$ cat src/rtl/bit_serial_adder_if.sv
// ---------------------------------------------------------------------------
// bit_serial_adder_if
//   Operand/result bus of the bit-serial adder.
//
//   Handshake rules (both channels):
//     A transfer happens on a rising Clock edge where Valid && Ready are both high.
//     The producer holds Valid and its payload stable until that transfer edge.
//     Ready may be asserted without Valid being asserted.
//     The adder's InputReady and OutputValid are registered outputs.
//
//   Signals:
//     InputValid  / InputReady   operand channel handshake
//     InputA, InputB, InputCarry operand payload (WIDTH, WIDTH, 1)
//     Subtract                   operation select, present only when
//                                BIT_SERIAL_ADDER_SUB_EN is defined
//     OutputValid / OutputReady  result channel handshake
//     Output, OutputCarry,
//     Overflow                   result payload (WIDTH, 1, 1)
//
//   Modports: master = operand producer / result consumer, slave = the adder.
// ---------------------------------------------------------------------------
interface bit_serial_adder_if #(
   parameter int WIDTH = 8
);
   logic             InputValid;
   logic             InputReady;
   logic [WIDTH-1:0] InputA;
   logic [WIDTH-1:0] InputB;
   logic             InputCarry;
`ifdef BIT_SERIAL_ADDER_SUB_EN
   logic             Subtract;
`endif
   logic             OutputValid;
   logic             OutputReady;
   logic [WIDTH-1:0] Output;
   logic             OutputCarry;
   logic             Overflow;

   modport master (
      output InputValid, InputA, InputB, InputCarry,
`ifdef BIT_SERIAL_ADDER_SUB_EN
      output Subtract,
`endif
      input  InputReady,
      output OutputReady,
      input  OutputValid, Output, OutputCarry, Overflow
   );

   modport slave (
      input  InputValid, InputA, InputB, InputCarry,
`ifdef BIT_SERIAL_ADDER_SUB_EN
      input  Subtract,
`endif
      output InputReady,
      input  OutputReady,
      output OutputValid, Output, OutputCarry, Overflow
   );
endinterface

$ cat src/rtl/bit_serial_adder.sv
// ---------------------------------------------------------------------------
// bit_serial_adder
//   Parametrised bit-serial adder. Operands and carry-in are captured on the
//   input handshake, then summed BITS_PER_CYCLE bits per clock, LSB slice
//   first, through one slice adder. The sum, carry-out and signed overflow
//   are held on the result channel until the consumer accepts them.
//
//   Parameters:
//     WIDTH           operand/sum width (>= 2); must match the interface WIDTH
//     BITS_PER_CYCLE  slice width; must divide WIDTH
//
//   Ports:
//     Clock       in   rising-edge clock
//     ResetN      in   asynchronous active-low reset
//     bus         slave modport of bit_serial_adder_if (operands and result)
//     StateDebug  out  current FSM state (0 = IDLE, 1 = RUN, 2 = DONE)
//
//   Optional feature macro: BIT_SERIAL_ADDER_SUB_EN
//     Defined: bus.Subtract is captured with the operands; when set the block
//     computes A - B - InputCarry as A + ~B + ~InputCarry, so OutputCarry=1
//     means "no borrow". Undefined: addition only.
//
//   Timing: N = WIDTH/BITS_PER_CYCLE RUN cycles; OutputValid rises N+1
//   clocks after the accept edge (counting that edge); one result per N+2
//   clocks with OutputReady held high.
// ---------------------------------------------------------------------------
module bit_serial_adder #(
   parameter int WIDTH          = 8,
   parameter int BITS_PER_CYCLE = 1
) (
   input  logic                  Clock,
   input  logic                  ResetN,
   bit_serial_adder_if.slave     bus,
   output logic [1:0]            StateDebug
);
   localparam int BPC = BITS_PER_CYCLE;
   localparam int N   = WIDTH / BPC;
   localparam int CW  = (N > 1) ? $clog2(N) : 1;

   generate
      if (WIDTH < 2 || (WIDTH % BPC) != 0) begin : gParamCheck
         $error("bit_serial_adder: WIDTH must be >= 2 and divisible by BITS_PER_CYCLE");
      end
   endgenerate

   typedef enum logic [1:0] {
      Idle = 2'd0,
      Run  = 2'd1,
      Done = 2'd2
   } stateT;

   stateT            state;
   logic [WIDTH-1:0] opA;        // shifted right one slice per RUN cycle
   logic [WIDTH-1:0] opB;
   logic             runCarry;   // carry between slices
   logic [WIDTH-1:0] sumReg;     // slices enter at the MSB end
   logic [CW-1:0]    count;

   // Subtraction is folded into the capture: B is inverted and the carry-in
   // complemented once, so the slice datapath is identical for both modes.
   logic [WIDTH-1:0] opBIn;
   logic             carryIn;
`ifdef BIT_SERIAL_ADDER_SUB_EN
   assign opBIn   = bus.InputB ^ {WIDTH{bus.Subtract}};
   assign carryIn = bus.InputCarry ^ bus.Subtract;
`else
   assign opBIn   = bus.InputB;
   assign carryIn = bus.InputCarry;
`endif

   // Slice adder
   logic [BPC-1:0]     aSlice;
   logic [BPC-1:0]     bSlice;
   logic [BPC:0]       sliceFull;
   logic               carryIntoMsb;
   logic [WIDTH+BPC-1:0] shifted;
   logic [WIDTH-1:0]   nextSum;
   logic               lastSlice;

   assign aSlice    = opA[BPC-1:0];
   assign bSlice    = opB[BPC-1:0];
   assign sliceFull = {1'b0, aSlice} + {1'b0, bSlice} + {{BPC{1'b0}}, runCarry};
   // Carry into the top bit of the slice recovered from that bit's sum:
   // s = a ^ b ^ cin  =>  cin = a ^ b ^ s. Only meaningful on the last slice.
   assign carryIntoMsb = aSlice[BPC-1] ^ bSlice[BPC-1] ^ sliceFull[BPC-1];
   assign shifted   = {sliceFull[BPC-1:0], sumReg};
   assign nextSum   = shifted[WIDTH+BPC-1:BPC];
   assign lastSlice = (count == CW'(N - 1));

   assign StateDebug = state;

   always_ff @(posedge Clock or negedge ResetN) begin
      if (!ResetN) begin
         state           <= Idle;
         opA             <= '0;
         opB             <= '0;
         runCarry        <= 1'b0;
         sumReg          <= '0;
         count           <= '0;
         bus.InputReady  <= 1'b1;
         bus.OutputValid <= 1'b0;
         bus.Output      <= '0;
         bus.OutputCarry <= 1'b0;
         bus.Overflow    <= 1'b0;
      end else begin
         case (state)
            Idle: begin
               // InputReady is high throughout IDLE, so InputValid alone
               // marks the transfer edge.
               if (bus.InputValid) begin
                  opA            <= bus.InputA;
                  opB            <= opBIn;
                  runCarry       <= carryIn;
                  count          <= '0;
                  bus.InputReady <= 1'b0;
                  state          <= Run;
               end
            end
            Run: begin
               opA      <= opA >> BPC;
               opB      <= opB >> BPC;
               runCarry <= sliceFull[BPC];
               sumReg   <= nextSum;
               count    <= count + CW'(1);
               if (lastSlice) begin
                  count           <= '0;
                  bus.Output      <= nextSum;
                  bus.OutputCarry <= sliceFull[BPC];
                  bus.Overflow    <= carryIntoMsb ^ sliceFull[BPC];
                  bus.OutputValid <= 1'b1;
                  state           <= Done;
               end
            end
            Done: begin
               // InputReady rises only after this edge, so no operand can be
               // taken on the DONE->IDLE edge itself.
               if (bus.OutputReady) begin
                  bus.OutputValid <= 1'b0;
                  bus.InputReady  <= 1'b1;
                  state           <= Idle;
               end
            end
            default: begin
               bus.OutputValid <= 1'b0;
               bus.InputReady  <= 1'b1;
               state           <= Idle;
            end
         endcase
      end
   end
endmodule

$ cat src/flat_wrapper.sv
// flat-port wrapper written by rule: the top's interface ports become plain ports
module bit_serial_adder_flat 
#(
   parameter int WIDTH          = 8,
   parameter int BITS_PER_CYCLE = 1
)
  (Clock, ResetN, StateDebug, bus_InputValid, bus_InputA, bus_InputB, bus_InputCarry, bus_InputReady, bus_OutputReady, bus_OutputValid, bus_Output, bus_OutputCarry, bus_Overflow);
  bit_serial_adder_if #(.WIDTH(WIDTH)) bus_i ();
  input  logic Clock;
  input  logic ResetN;
  output logic [1:0] StateDebug;
  input wire logic [$bits(bus_i.InputValid)-1:0] bus_InputValid;
  input wire logic [$bits(bus_i.InputA)-1:0] bus_InputA;
  input wire logic [$bits(bus_i.InputB)-1:0] bus_InputB;
  input wire logic [$bits(bus_i.InputCarry)-1:0] bus_InputCarry;
  output wire logic [$bits(bus_i.InputReady)-1:0] bus_InputReady;
  input wire logic [$bits(bus_i.OutputReady)-1:0] bus_OutputReady;
  output wire logic [$bits(bus_i.OutputValid)-1:0] bus_OutputValid;
  output wire logic [$bits(bus_i.Output)-1:0] bus_Output;
  output wire logic [$bits(bus_i.OutputCarry)-1:0] bus_OutputCarry;
  output wire logic [$bits(bus_i.Overflow)-1:0] bus_Overflow;
  assign bus_i.InputValid = bus_InputValid;
  assign bus_i.InputA = bus_InputA;
  assign bus_i.InputB = bus_InputB;
  assign bus_i.InputCarry = bus_InputCarry;
  assign bus_InputReady = bus_i.InputReady;
  assign bus_i.OutputReady = bus_OutputReady;
  assign bus_OutputValid = bus_i.OutputValid;
  assign bus_Output = bus_i.Output;
  assign bus_OutputCarry = bus_i.OutputCarry;
  assign bus_Overflow = bus_i.Overflow;
  bit_serial_adder #(.WIDTH(WIDTH), .BITS_PER_CYCLE(BITS_PER_CYCLE)) u_core (.Clock(Clock), .ResetN(ResetN), .bus(bus_i), .StateDebug(StateDebug));
endmodule
$ cat config.mk
export PLATFORM = sky130hd
export DESIGN_NAME = bit_serial_adder_flat
export DESIGN_NICKNAME = d
export VERILOG_FILES = /design/src/rtl/bit_serial_adder_if.sv /design/src/rtl/bit_serial_adder.sv /design/src/flat_wrapper.sv
export SDC_FILE = /design/constraint.sdc
export NUM_CORES = 1
export LEC_CHECK = 0
export CORE_MARGIN = 5
export CORE_UTILIZATION = 46
export DETAILED_ROUTE_END_ITERATION = 8
export HOLD_SLACK_MARGIN = 0.1
export PLACE_DENSITY_LB_ADDON = 0.25
export SETUP_SLACK_MARGIN = 0.02
export SLEW_MARGIN = 10
export SYNTH_ARGS = -nofsm -noshare
export SYNTH_HDL_FRONTEND = slang
export SYNTH_SLANG_ARGS = --single-unit
$ cat constraint.sdc
create_clock -name Clock -period 1.4 [get_ports Clock]
set_input_delay 0.28 -clock Clock [delete_from_list [all_inputs] [get_ports Clock]]
set_output_delay 0.28 -clock Clock [all_outputs]
set_load 0.03 [all_outputs]
=== Word-level counts from Yosys, hierarchy flattened ===
Cells that the tools add are included.
Widths: inputs -> output; s select.

* Memory bits (writable): 0
* Bits in registers: 42
* Bits of input ports: 21
* Memories kept: 0
* Bits in latches: 0
* ROM bits: 0

* $lt $le $gt $ge: 0
* Multiply operators: 0
* Divide/modulo/power cells: 0
* Bitwise operators: 5
* Add/subtract/negate cells: 3
* Shifts and indexed selects: 0
* Multiplexer cells: 19
* Reduce and logical (&&, ||, !) cells: 7
* Equality and inequality tests: 6

{| class="wikitable"
|+ Operator list
! operator !! count
|-
| $pmux 8 s2 || 2
|-
| $mux 8 || 2
|-
| $reduce_and 3->1 || 3
|-
| $mux 2 || 3
|-
| $mux 3 || 2
|-
| $pmux 1 s3 || 2
|-
| $pmux 2 s3 || 1
|-
| $pmux 3 s2 || 1
|-
| $mux 1 || 5
|-
| $ne 2x2->1 const B || 2
|-
| $reduce_and 2->1 || 2
|-
| $add 3x1->3 const B || 1
|-
| $eq 3x3->1 const B || 1
|-
| $xor 1x1->1 || 3
|-
| $add 1x1->2 || 1
|-
| $add 2x1->2 || 1
|-
| $eq 2x1->1 const B || 1
|-
| $eq 2x2->1 const B || 1
|-
| $logic_not 2->1 || 1
|-
| $ne 2x1->1 const B || 1
|-
| $not 1->1 || 2
|-
| $pmux 1 s2 || 1
|-
| $reduce_bool 2->1 || 1
|}

=== Logic depth before layout (Yosys ltp) ===
Gate-level depths: netlist of run 1.

* Depth in word-level cells: 4
* Mapped depth: 6

=== Worst setup path after synthesis of run 1 ===
OpenSTA, ideal clock, no wires.

* Kind: register to register
* Start point: reg u_core.count[0]
* End point: reg u_core.bus.Output[0]
* Period minus slack after synthesis: 1478 ps
* Slack: -78 ps
* Arrival time: 1353 ps
* Buffers on the path: 1
* Cell stages (with the launch flop): 6
* Path through: dfrtp_1 > ha_1 > ha_1 > nand3b_4 > buf_6 > mux2_4

* Word-level cells in the longest chain between the ends: 2

{| class="wikitable"
|+ RTL lines
! item !! RTL line !! text
|-
| start: declaration || bit_serial_adder.sv:57 || <nowiki>logic [CW-1:0] count;</nowiki>
|-
| start signal: assignment || bit_serial_adder.sv:124 || <nowiki>count <= count + CW'(1);</nowiki>
|-
| $eq 3x3->1 || bit_serial_adder.sv:88 || <nowiki>assign lastSlice = (count == CW'(N - 1));</nowiki>
|-
| $reduce_and 2->1 (no source line) || -- ||
|-
| end signal: assignment || bit_serial_adder.sv:127 || <nowiki>bus.Output <= nextSum;</nowiki>
|-
| end: declaration || bit_serial_adder_if.sv:56 || <nowiki>output OutputValid, Output, OutputCarry, Overflow</nowiki>
|}

Every way passes these cells.
A chain may end at the register's enable or synchronous reset.

=== Worst setup path after layout of run 1 ===
* Start point: reg u_core.opB[0]
* End point: reg u_core.bus.Overflow

* Word-level cells in the longest chain between the ends: 4

{| class="wikitable"
|+ RTL lines
! item !! RTL line !! text
|-
| start: declaration || bit_serial_adder.sv:54 || <nowiki>logic [WIDTH-1:0] opB;</nowiki>
|-
| start signal: assignment || bit_serial_adder.sv:112 || <nowiki>opB <= opBIn;</nowiki>
|-
| start signal: assignment || bit_serial_adder.sv:121 || <nowiki>opB <= opB >> BPC;</nowiki>
|-
| $add 1x1->2 || bit_serial_adder.sv:82 || <nowiki>assign sliceFull = {1'b0, aSlice} + {1'b0, bSlice} + {{BPC{1'b0}}, runCarry};</nowiki>
|-
| $add 2x1->2 || bit_serial_adder.sv:82 ||
|-
| net u_core.sliceFull[0] || bit_serial_adder.sv:74 || <nowiki>logic [BPC:0] sliceFull;</nowiki>
|-
| $xor 1x1->1 || bit_serial_adder.sv:85 || <nowiki>assign carryIntoMsb = aSlice[BPC-1] ^ bSlice[BPC-1] ^ sliceFull[BPC-1];</nowiki>
|-
| $xor 1x1->1 || bit_serial_adder.sv:129 || <nowiki>bus.Overflow <= carryIntoMsb ^ sliceFull[BPC];</nowiki>
|-
| end signal: assignment || bit_serial_adder.sv:129 ||
|-
| end: declaration || bit_serial_adder_if.sv:56 ||
|}

The timed path passes the listed nets, and every way through them passes these cells.

==> results of run 1 <==
==> cells in the final DEF, fill, tap and decap left out, types with 3 or more instances in the layout <==
master,netlist,final
nor2_1,8,8
dfrtp_1,40,38
mux2_4,14,15
buf_4,2,22
a21oi_1,3,3
clkbuf_8,0,6
dlygate4sd2_1,0,10
clkdlybuf4s50_1,0,19
inv_1,3,3
nand2_1,6,6
o22ai_1,11,11
a2bb2oi_1,14,14
o22a_1,3,3
==> cells by family after synthesis <==
kind of cell / after synthesis / share of synthesized area
fa+ha+maj: 3 / 0.0244
simple gates: 21 / 0.0731
compound gates: 41 / 0.166
xor+xnor: 3 / 0.0142
mux: 16 / 0.126
buf+inv: 10 / 0.0406
flops: 41 / 0.555
==> worst reg2reg max path, delay by kind of cell (launching register included) <==
family | cells | cell delay [ps]
adders and majority gates | 1 | 610
DFF | 1 | 410
xor gates and xnor gates | 2 | 250
AOI/OAI and AO/OA | 1 | 70
==> power by group <==
| group | internal [mW] | total [mW] | switching [mW] |
|---|---|---|---|
| Combinational | 1.72 | 3.08 | 1.37 |
| Clock | 0.581 | 0.977 | 0.396 |
| Sequential | 1.75 | 2.11 | 0.359 |
| Total | 4.05 | 6.17 | 2.12 |
==> what timing repair did <==
item | CTS | global route
endpoints found under the setup margin | 20 | 13
hold buffers | 1 | 0
pin swaps | 3 | 2
endpoints found under the hold margin | 40 | 0
gates resized for setup | 13 | 6
buffers inserted | 4 | 3
gates cloned | 0 | 1
==> state kept, by name (all words and copies together), names as in the netlist <==
register and flops:
u_core.bus.Overflow 1, u_core.bus.OutputCarry 1, u_core.opB 8, u_core.StateDebug 2
u_core.count 3, u_core.bus.OutputValid 1, u_core.bus.InputReady 1, u_core.runCarry 1
u_core.bus.Output 8, u_core.opA 8, u_core.sumReg 7
==> cells in the mapped netlist (all sizes together) <==
cell type	count
mux2	16
a2bb2oi	14
dfstp	1
nor3	1
fa	1
inv	3
o21ai	3
o22a	4
a21oi	3
a32o	1
clkbuf	1
nand2	7
nor2	9
o22ai	11
o21bai	1
a22oi	1
dfrtp	40
xnor2	3
a22o	2
o31ai	1
ha	2
nand3b	1
nand2b	3
buf	6
==> path summary, 6_finish.rpt <==
| path | start | end | cells past startpoint |
|---|---|---|---|
| max in group asynchronous | ResetN | u_core.bus.InputReady | 3 |
| min | ResetN | u_core.StateDebug[1] | 3 |
| min in group Clock | u_core.bus.Overflow | u_core.bus.Overflow | 2 |
| min reg2reg | u_core.bus.Overflow | u_core.bus.Overflow | 2 |
| max | u_core.opB[0] | u_core.bus.Overflow | 4 |
| max reg2reg | u_core.opB[0] | u_core.bus.Overflow | 4 |
==> final cells by class <==
cell class / count / area, µm²
sequential: 41 / 1030
multi-input combinational: 85 / 796
timing repair buffer: 57 / 519
inverter: 3 / 11.3
clock inverter: 1 / 30.0
fill: 299 / 1410
clock buffer: 7 / 86.3
tap: 50 / 62.6
==> layer usage <==
layer,vias to the layer above,global-route usage,share of wire
li1,618,-,-
met1,646,0.211,0.43
met2,50,0.260,0.50
met3,5,0.0356,0.057
met4,0,0.0724,0.0098
met5,-,0,0
==> stage by stage <==
step           setup WS [ps]  utilization
2_1_floorplan          -5.23            -
3_3_place_gp           -43.2        0.591
3_5_place_dp           -88.5        0.591
4_1_cts                -48.6        0.627
5_1_grt                 -129        0.643
6_report               -58.9        0.643
==> impl_metrics.tcl, run 1 <==
set metrics [dict create \
    ant_nets 0 \
    irDropWorstVdd_mv 0.934 \
    grt_setup_unrepaired "true" \
    clock_sinks 41 \
    start_kind "register" \
    first_pass_iters 4 \
    dieArea_um2 5390 \
    r2r_slack_ps -60 \
    max_slew_margin 0.699 \
    maxCapViolations 0 \
    max_stage_delay_ps 610 \
    fin_cells 244 \
    setup_slack_ps -58.9 \
    netlist_area_um2 1850 \
    leakagePower_nw 1.18 \
    status "finished, violations left" \
    total_power_mw 6.17 \
    fp.dieW_um 73.4 \
    violations "setup timing" \
    avgSynthCellArea_um2 13.7 \
    synth.net_count 159 \
    fmaxAchievable_ghz 0.685 \
    dpl.hpwl_um 2620 \
    critPathRequiredTime_ps 1580 \
    worst_slew_pin_slew_ps 451 \
    crit_chain "fa_2, xnor2_2, xnor2_1, o21ai_1" \
    viasPerCell 5.41 \
    fin_tns_setup_ps -123 \
    fin_crit_ps 1460 \
    drive_above_1_share 0.320 \
    clkLatencyLatePin_ps 290 \
    grt_use_total 0.163 \
    rows 23 \
    clk_path_buf_depth 2 \
    grt_max_degree 42 \
    fin_crit_sh 1.04 \
    crit_family "adder cells" \
    drv_slew 0 \
    worst_clock_skew_ps 7.55 \
    fin_area_um2 2530 \
    start_util 0.469 \
    setup_viol 3 \
    cts_buffers 5 \
    worstPathArrival_ps 1640 \
    initialDrtViolationCount 58 \
    grt_overflow 0 \
    drt-wirelength-per-cell_um 16.3 \
    vias 1319 \
    seq_area_frac_synth 0.555 \
    clk_pin_slew_ps 80 \
    nNetsFinal 217 \
    dpl-instance-area_um2 2330 \
    cts.htree.levels 2 \
    grt_pass1_wl_um 6850 \
    portBuffers 34 \
    synthCells 135 \
    crit_buf_inv 0 \
    yosysTopAreaCellShare 0.541 \
    synth_cell_types 30 \
    finalHoldViolCount 0 \
    synthTopCellsByArea "dfrtp_1, mux2_4, a2bb2oi_1, o22ai_1, buf_6" \
    hold_slack_ps 487 \
    synth_top_area_cell "dfrtp_1" \
    min_path_type "input port to async pin" \
    synth_seq_cells 41 \
    antenna_found_initial 0 \
    path_max_fanout 2 \
    drc_errors 0 \
    grt_pass1_vias 1480 \
    n_antenna_cell 0 \
    drt-total-wl_um 3970 \
    fp.coreArea_um2 3940 \
    syn2layout_area_growth_pct 37.1 \
    clk_root_buffer_cell "clkbuf_8" \
    dp_cells 227 \
    die_y_um 73.4 \
    powerDensity_nw_per_um2 2430 \
    critPathSlowestCell "fa_2" \
    gp_congestion 0.781 \
    cts_tree "built" \
    yosys_warnings 0 \
    ios 35 \
    end_kind "register" \
    criticalPathCategory "register to register" \
]
No activity file was read; power rests on OpenSTA's default activity.
==> run 2, diff against run 1 <==
--- a/config.mk
+++ b/config.mk
@@ -6,7 +6,7 @@
 export NUM_CORES = 1
 export LEC_CHECK = 0
 export CORE_MARGIN = 5
-export CORE_UTILIZATION = 46
+export CORE_UTILIZATION = 40
 export DETAILED_ROUTE_END_ITERATION = 8
 export HOLD_SLACK_MARGIN = 0.1
 export PLACE_DENSITY_LB_ADDON = 0.25
==> impl_metrics.tcl, run 2 (synthesis gave the netlist of run 1 again) <==
set metrics [dict create \
    setup_slack_ps -39.5 \
    ff2ff_path_depth 4 \
    clk_root_buffer_cell "clkbuf_8" \
    cts.htree.levels 2 \
    drc_errors 0 \
    path_max_fanout 2 \
    use_met1 0.173 \
    clkLatencyLatePin_ps 290 \
    clock_sinks 41 \
    grt_max_degree 20 \
    worst_slew_pin_slew_ps 490 \
    max_slew_margin 0.673 \
    r2r_slack_ps -40 \
    drt-total-wl_um 3800 \
    grt_use_total 0.135 \
    fin_crit_ps 1440 \
    busiest_layer "met2" \
    worstPathArrival_ps 1610 \
    drt-wirelength-per-cell_um 15.6 \
    grt.met3_usage 0.0440 \
    clk_path_buf_depth 2 \
    dieArea_um2 6080 \
    dpl-instance-area_um2 2350 \
    layout_commonest_cell "dfrtp_1" \
    cts_buffers 5 \
    finalHoldViolCount 0 \
    grt_pass1_vias 1347 \
    critPathRequiredTime_ps 1570 \
    die_y_um 78.0 \
    met2_usage 0.214 \
    irDropWorstVdd_mv 0.935 \
    end_kind "register" \
    fin_area_um2 2510 \
    top_regs "u_core.bus.Output: 8 flops, u_core.opA: 8 flops, u_core.opB: 8 flops" \
    dpl.hpwl_um 2750 \
    fmaxAchievable_ghz 0.695 \
    portBuffers 34 \
    start_kind "register" \
    syn2layout_area_growth_pct 36.0 \
    grt_setup_unrepaired "true" \
    criticalPathCategory "register to register" \
    gp_congestion 0.771 \
    r2r_end "u_core.bus.Overflow" \
    vias 1292 \
    fin_cells 244 \
    viasPerCell 5.30 \
    drv_slew 0 \
    cts_tree "built" \
    fp.dieW_um 78.0 \
    clk_pin_slew_ps 80 \
    grt_pass1_wl_um 6490 \
    rows 24 \
    final_cell_mix "dfrtp_1, buf_4, clkdlybuf4s50_1" \
    min_path_type "input port to async pin" \
    leakagePower_nw 1.16 \
    maxCapViolations 0 \
    setup_viol 3 \
    ios 35 \
    grt_overflow 0 \
    initialDrtViolationCount 72 \
    violations "setup timing" \
    worst_clock_skew_ps 5.76 \
    fp.coreArea_um2 4410 \
    drive_above_1_share 0.292 \
    powerDensity_nw_per_um2 2400 \
    start_util 0.419 \
    fin_crit_sh 1.03 \
    first_pass_iters 4 \
    n_antenna_cell 0 \
    antenna_found_initial 0 \
    status "finished, violations left" \
    r2r_start "u_core.opA[0]" \
    dp_cells 232 \
    nNetsFinal 215 \
    worstSetupStartpoint "u_core.opA[0]" \
    ant_nets 0 \
]
## run 2: routing by layer
layer | part of all wire | vias to the layer above
met5 | 0 | -
met4 | 0.0055 | 0
met3 | 0.046 | 4
met2 | 0.49 | 31
met1 | 0.46 | 641
li1 | - | 616
## run 2: worst max-delay path, cell delays in order (launching register included)
cell	delay, ps
dfrtp_1	400
fa_1	570
xnor2_1	140
xnor2_1	140
o21ai_1	80
## run 2: timing repair
item,CTS,global route
setup endpoints to repair,22,15
cloned,1,0
buffers inserted,1,1
gates resized for setup,12,7
pin swaps,2,1
hold buffers,1,0
hold endpoints to repair,16,0
## run 2: final cells by class
class / instances / area, µm²
multi-input cells: 85 / 786
flip-flops and latches: 41 / 1030
clock inverters: 1 / 30.0
repair buffers: 55 / 509
inverters: 3 / 11.3
well taps: 52 / 65.1
fillers: 367 / 1900
clock buffers: 7 / 86.3
## run 2: worst max path at each step
| stage | to | cells past startpoint | slack (ps) |
|---|---|---|---|
| floorplan | u_core.bus.Overflow | 4 | -5 |
| global placement | u_core.opB[2] | 5 | -40 |
| detailed placement | u_core.opB[2] | 5 | -100 |
| CTS | u_core.bus.Overflow | 4 | -60 |
| global route | u_core.bus.Overflow | 4 | -140 |
| finish | u_core.bus.Overflow | 4 | -40 |
## run 2: per-stage QoR
step | setup slack [ps] | setup TNS (ps) | util | hold WS (ps) | power, mW
2_1_floorplan | -5.23 | -5.23 | - | -15.6 | 4.18
3_3_place_gp | -37.0 | -368 | 0.533 | 258 | 5.02
3_5_place_dp | -102 | -895 | 0.533 | 268 | 5.13
4_1_cts | -60.9 | -156 | 0.565 | 490 | 6.05
5_1_grt | -140 | -319 | 0.570 | 507 | 6.43
6_report | -39.5 | -92.8 | 0.570 | 487 | 6.03
## run 2: where the power goes
part           switching [mW]  total, mW  leakage [nW]  internal, mW
sequential              0.356       2.10         0.483          1.75
combinational            1.31       2.95         0.621          1.64
clock                   0.391      0.973        0.0585         0.581
total                    2.06       6.03          1.16          3.97
==> RTL change, RTL diff (flow settings as in run 2) <==
`WIDTH` is set to 8 in 3 places; all go to 16.
--- a/src/rtl/bit_serial_adder_if.sv
+++ b/src/rtl/bit_serial_adder_if.sv
@@ -21,5 +21,5 @@
 // ---------------------------------------------------------------------------
 interface bit_serial_adder_if #(
-   parameter int WIDTH = 8
+   parameter int WIDTH = 16
 );
    logic             InputValid;
--- a/src/rtl/bit_serial_adder.sv
+++ b/src/rtl/bit_serial_adder.sv
@@ -26,5 +26,5 @@
 // ---------------------------------------------------------------------------
 module bit_serial_adder #(
-   parameter int WIDTH          = 8,
+   parameter int WIDTH          = 16,
    parameter int BITS_PER_CYCLE = 1
 ) (
--- a/src/flat_wrapper.sv
+++ b/src/flat_wrapper.sv
@@ -2,5 +2,5 @@
 module bit_serial_adder_flat 
 #(
-   parameter int WIDTH          = 8,
+   parameter int WIDTH          = 16,
    parameter int BITS_PER_CYCLE = 1
 )
Ports: changed (resized bus_InputA, bus_InputB and bus_Output); port bits go from 35 to 59. The function was not compared with the original's and may differ.
==> RTL change against run 2 <==
The flow still finishes with violations (negative setup slack); synthesized cell count up 110%; count of clock-buffer cells in the layout rose by 4; cell count is 98% higher; via count up 92%; final area up 82%; synthesized area grew 72%; wire length increased by 99%; critical path depth increased by 1; power grew 57%; setup slack lost 0.025 ns; sequential cell count is 33 higher; combinational power grew 43%; critical path type unchanged.
==> RTL change: results (changes against run 2) <==
outcome: "complete, but fails checks"
violations: "negative setup slack"
clock_skew_ns: 0.00765  # +0.00190 ns
clkLatencyLatePin_ns: 0.35  # +0.06 ns
p_leak_nw: 2.08  # +79%
htree_levels: 3  # +1
slew-limit-headroom: 0.785  # +0.112
place_congestion: 0.759  # -1.6%
synth_top_cells_by_count: "nand2_1 (78), dfrtp_1 (73), o21ai_0 (33), a22oi_1 (31), mux2_4 (17)"
top_regs: "u_core.bus.Output x16, u_core.opA x16, u_core.opB x16"
clkTransAtPathRegs_ns: 0.07
grt_pass1_vias: 2414  # +79%
ys_async_sr_fraction: 1.00  # unchanged
clk_path_buf_depth: 2  # unchanged
cts_root_buf: "clkbuf_8"
io_buffers: 58  # +71%
p_sw_mw: 3.43  # +66%
peakVddDrop_uv: 1170  # +25%
routedWlPerCell_microns: 15.6  # +0.42%
vias: 2481  # +92%
grt_util_all_layers: 0.147  # +0.0126
dr.pass1.iters: 4  # unchanged
final_nets: 415  # +93%
postRouteAntennaNets: 0  # unchanged
yosys_most_used_dff: "dfrtp_1"
ys_types: 31  # +3.3%
ys_warn_count: 0  # unchanged
synth_area_leaders: "dfrtp_1 (58%), nand2_1 (9.2%), mux2_4 (8.0%), a22oi_1 (7.3%), o21ai_0 (5.2%)"
critPathMaxFanout: 12  # +10
grt_pass1_wl_mm: 11.5  # +78%
hp-class: "primary input to async pin"
reg2reg_depth: 5  # +1
setup_viol: 31  # +28
numCtsBuffers: 9  # +4
syn_nets: 327  # +110%
dpl.hpwl_mm: 4.56  # +66%
grt_max_degree: 38  # +90%
final_layout_size_suffix_gt1_frac: 0.354  # +0.0627
diodes: 0  # unchanged
post-place-ws_ns: -0.215  # -0.113 ns
seq_area_frac_synth: 0.584  # +0.0283
dr.first_iter.drc_count: 73  # +1.4%
antenna_found_initial: 0  # unchanged
worstPathArrival_ns: 1.70  # +0.09 ns
setup_slack_ns: -0.0644  # -0.0249 ns
## RTL change: area by class of cell
| type | instances | area (sq um) |
|---|---|---|
| Inverter | 1 | 3.75 |
| Timing Repair Buffer | 98 | 1030 |
| Clock buffer | 11 | 151 |
| Multi-Input combinational cell | 192 | 1370 |
| Tap cell | 102 | 128 |
| Fill cell | 646 | 3140 |
| Clock inverter | 5 | 52.6 |
| Sequential cell | 74 | 1860 |
## RTL change: logic make-up after synthesis
kind of cell	count (synthesis)	share of synthesized area
AOI/OAI and AO/OA	78	0.156
xor gates and xnor gates	3	0.00828
adders and majority gates	2	0.0102
buffers and inverters	22	0.0410
DFF	74	0.584
muxes	17	0.0804
and+or+nand+nor	92	0.120
## RTL change: critical path, cell delays in order (launching register included)
cell,delay [ns]
dfrtp_1,0.36
ha_2,0.19
and3_4,0.17
and2_4,0.17
buf_12,0.15
mux2_4,0.30
## RTL change: final timing paths
| path | slack [ns] | to | startpoint |
|---|---|---|---|
| min in group Clock | 0.48 | u_core.sumReg[1] | u_core.sumReg[1] |
| min | 0.36 | u_core.bus.Output[1] | ResetN |
| max in group asynchronous | 0.47 | u_core.bus.InputReady | ResetN |
| min reg2reg | 0.48 | u_core.sumReg[1] | u_core.sumReg[1] |
| max reg2reg | -0.06 | u_core.bus.Output[3] | u_core.count[0] |
| max | -0.06 | u_core.bus.Output[3] | u_core.count[0] |
## RTL change: stage by stage
stage	std cells	area, sq um	util	setup TNS, ns
floorplan	288	3190	-	-1.32
global placement	453	4030	0.521	-4.01
detailed placement	453	4030	0.521	-5.94
CTS	477	4370	0.565	-1.11
global route	483	4590	0.594	-3.36
finish	483	4590	0.594	-1.24
## RTL change: repair_timing
item	in CTS	in global routing
pin swaps	3	16
hold buffers	1	0
hold endpoints to repair	22	0
setup endpoints to repair	38	64
setup buffers	6	2
gates cloned	1	4
resized for setup	53	77
## RTL change: power by group through the flow
| stage | clock (mW) | combinational (mW) | sequential (mW) |
|---|---|---|---|
| CTS | 1.74 | 3.69 | 3.50 |
| detailed placement | 0 | 3.60 | 3.53 |
| finish | 1.70 | 4.21 | 3.55 |
| global route | 1.84 | 4.57 | 3.65 |
| global placement | 0 | 3.50 | 3.50 |
| floorplan | 0 | 1.84 | 3.90 |
## RTL change: metal layers
| metal | share of wire | global-route usage | up-vias |
|---|---|---|---|
| met5 | 0 | 0 | - |
| met1 | 0.45 | 0.193 | 1224 |
| met2 | 0.49 | 0.235 | 70 |
| met4 | 0.010 | 0.0410 | 0 |
| met3 | 0.052 | 0.0474 | 12 |
| li1 | - | - | 1175 |
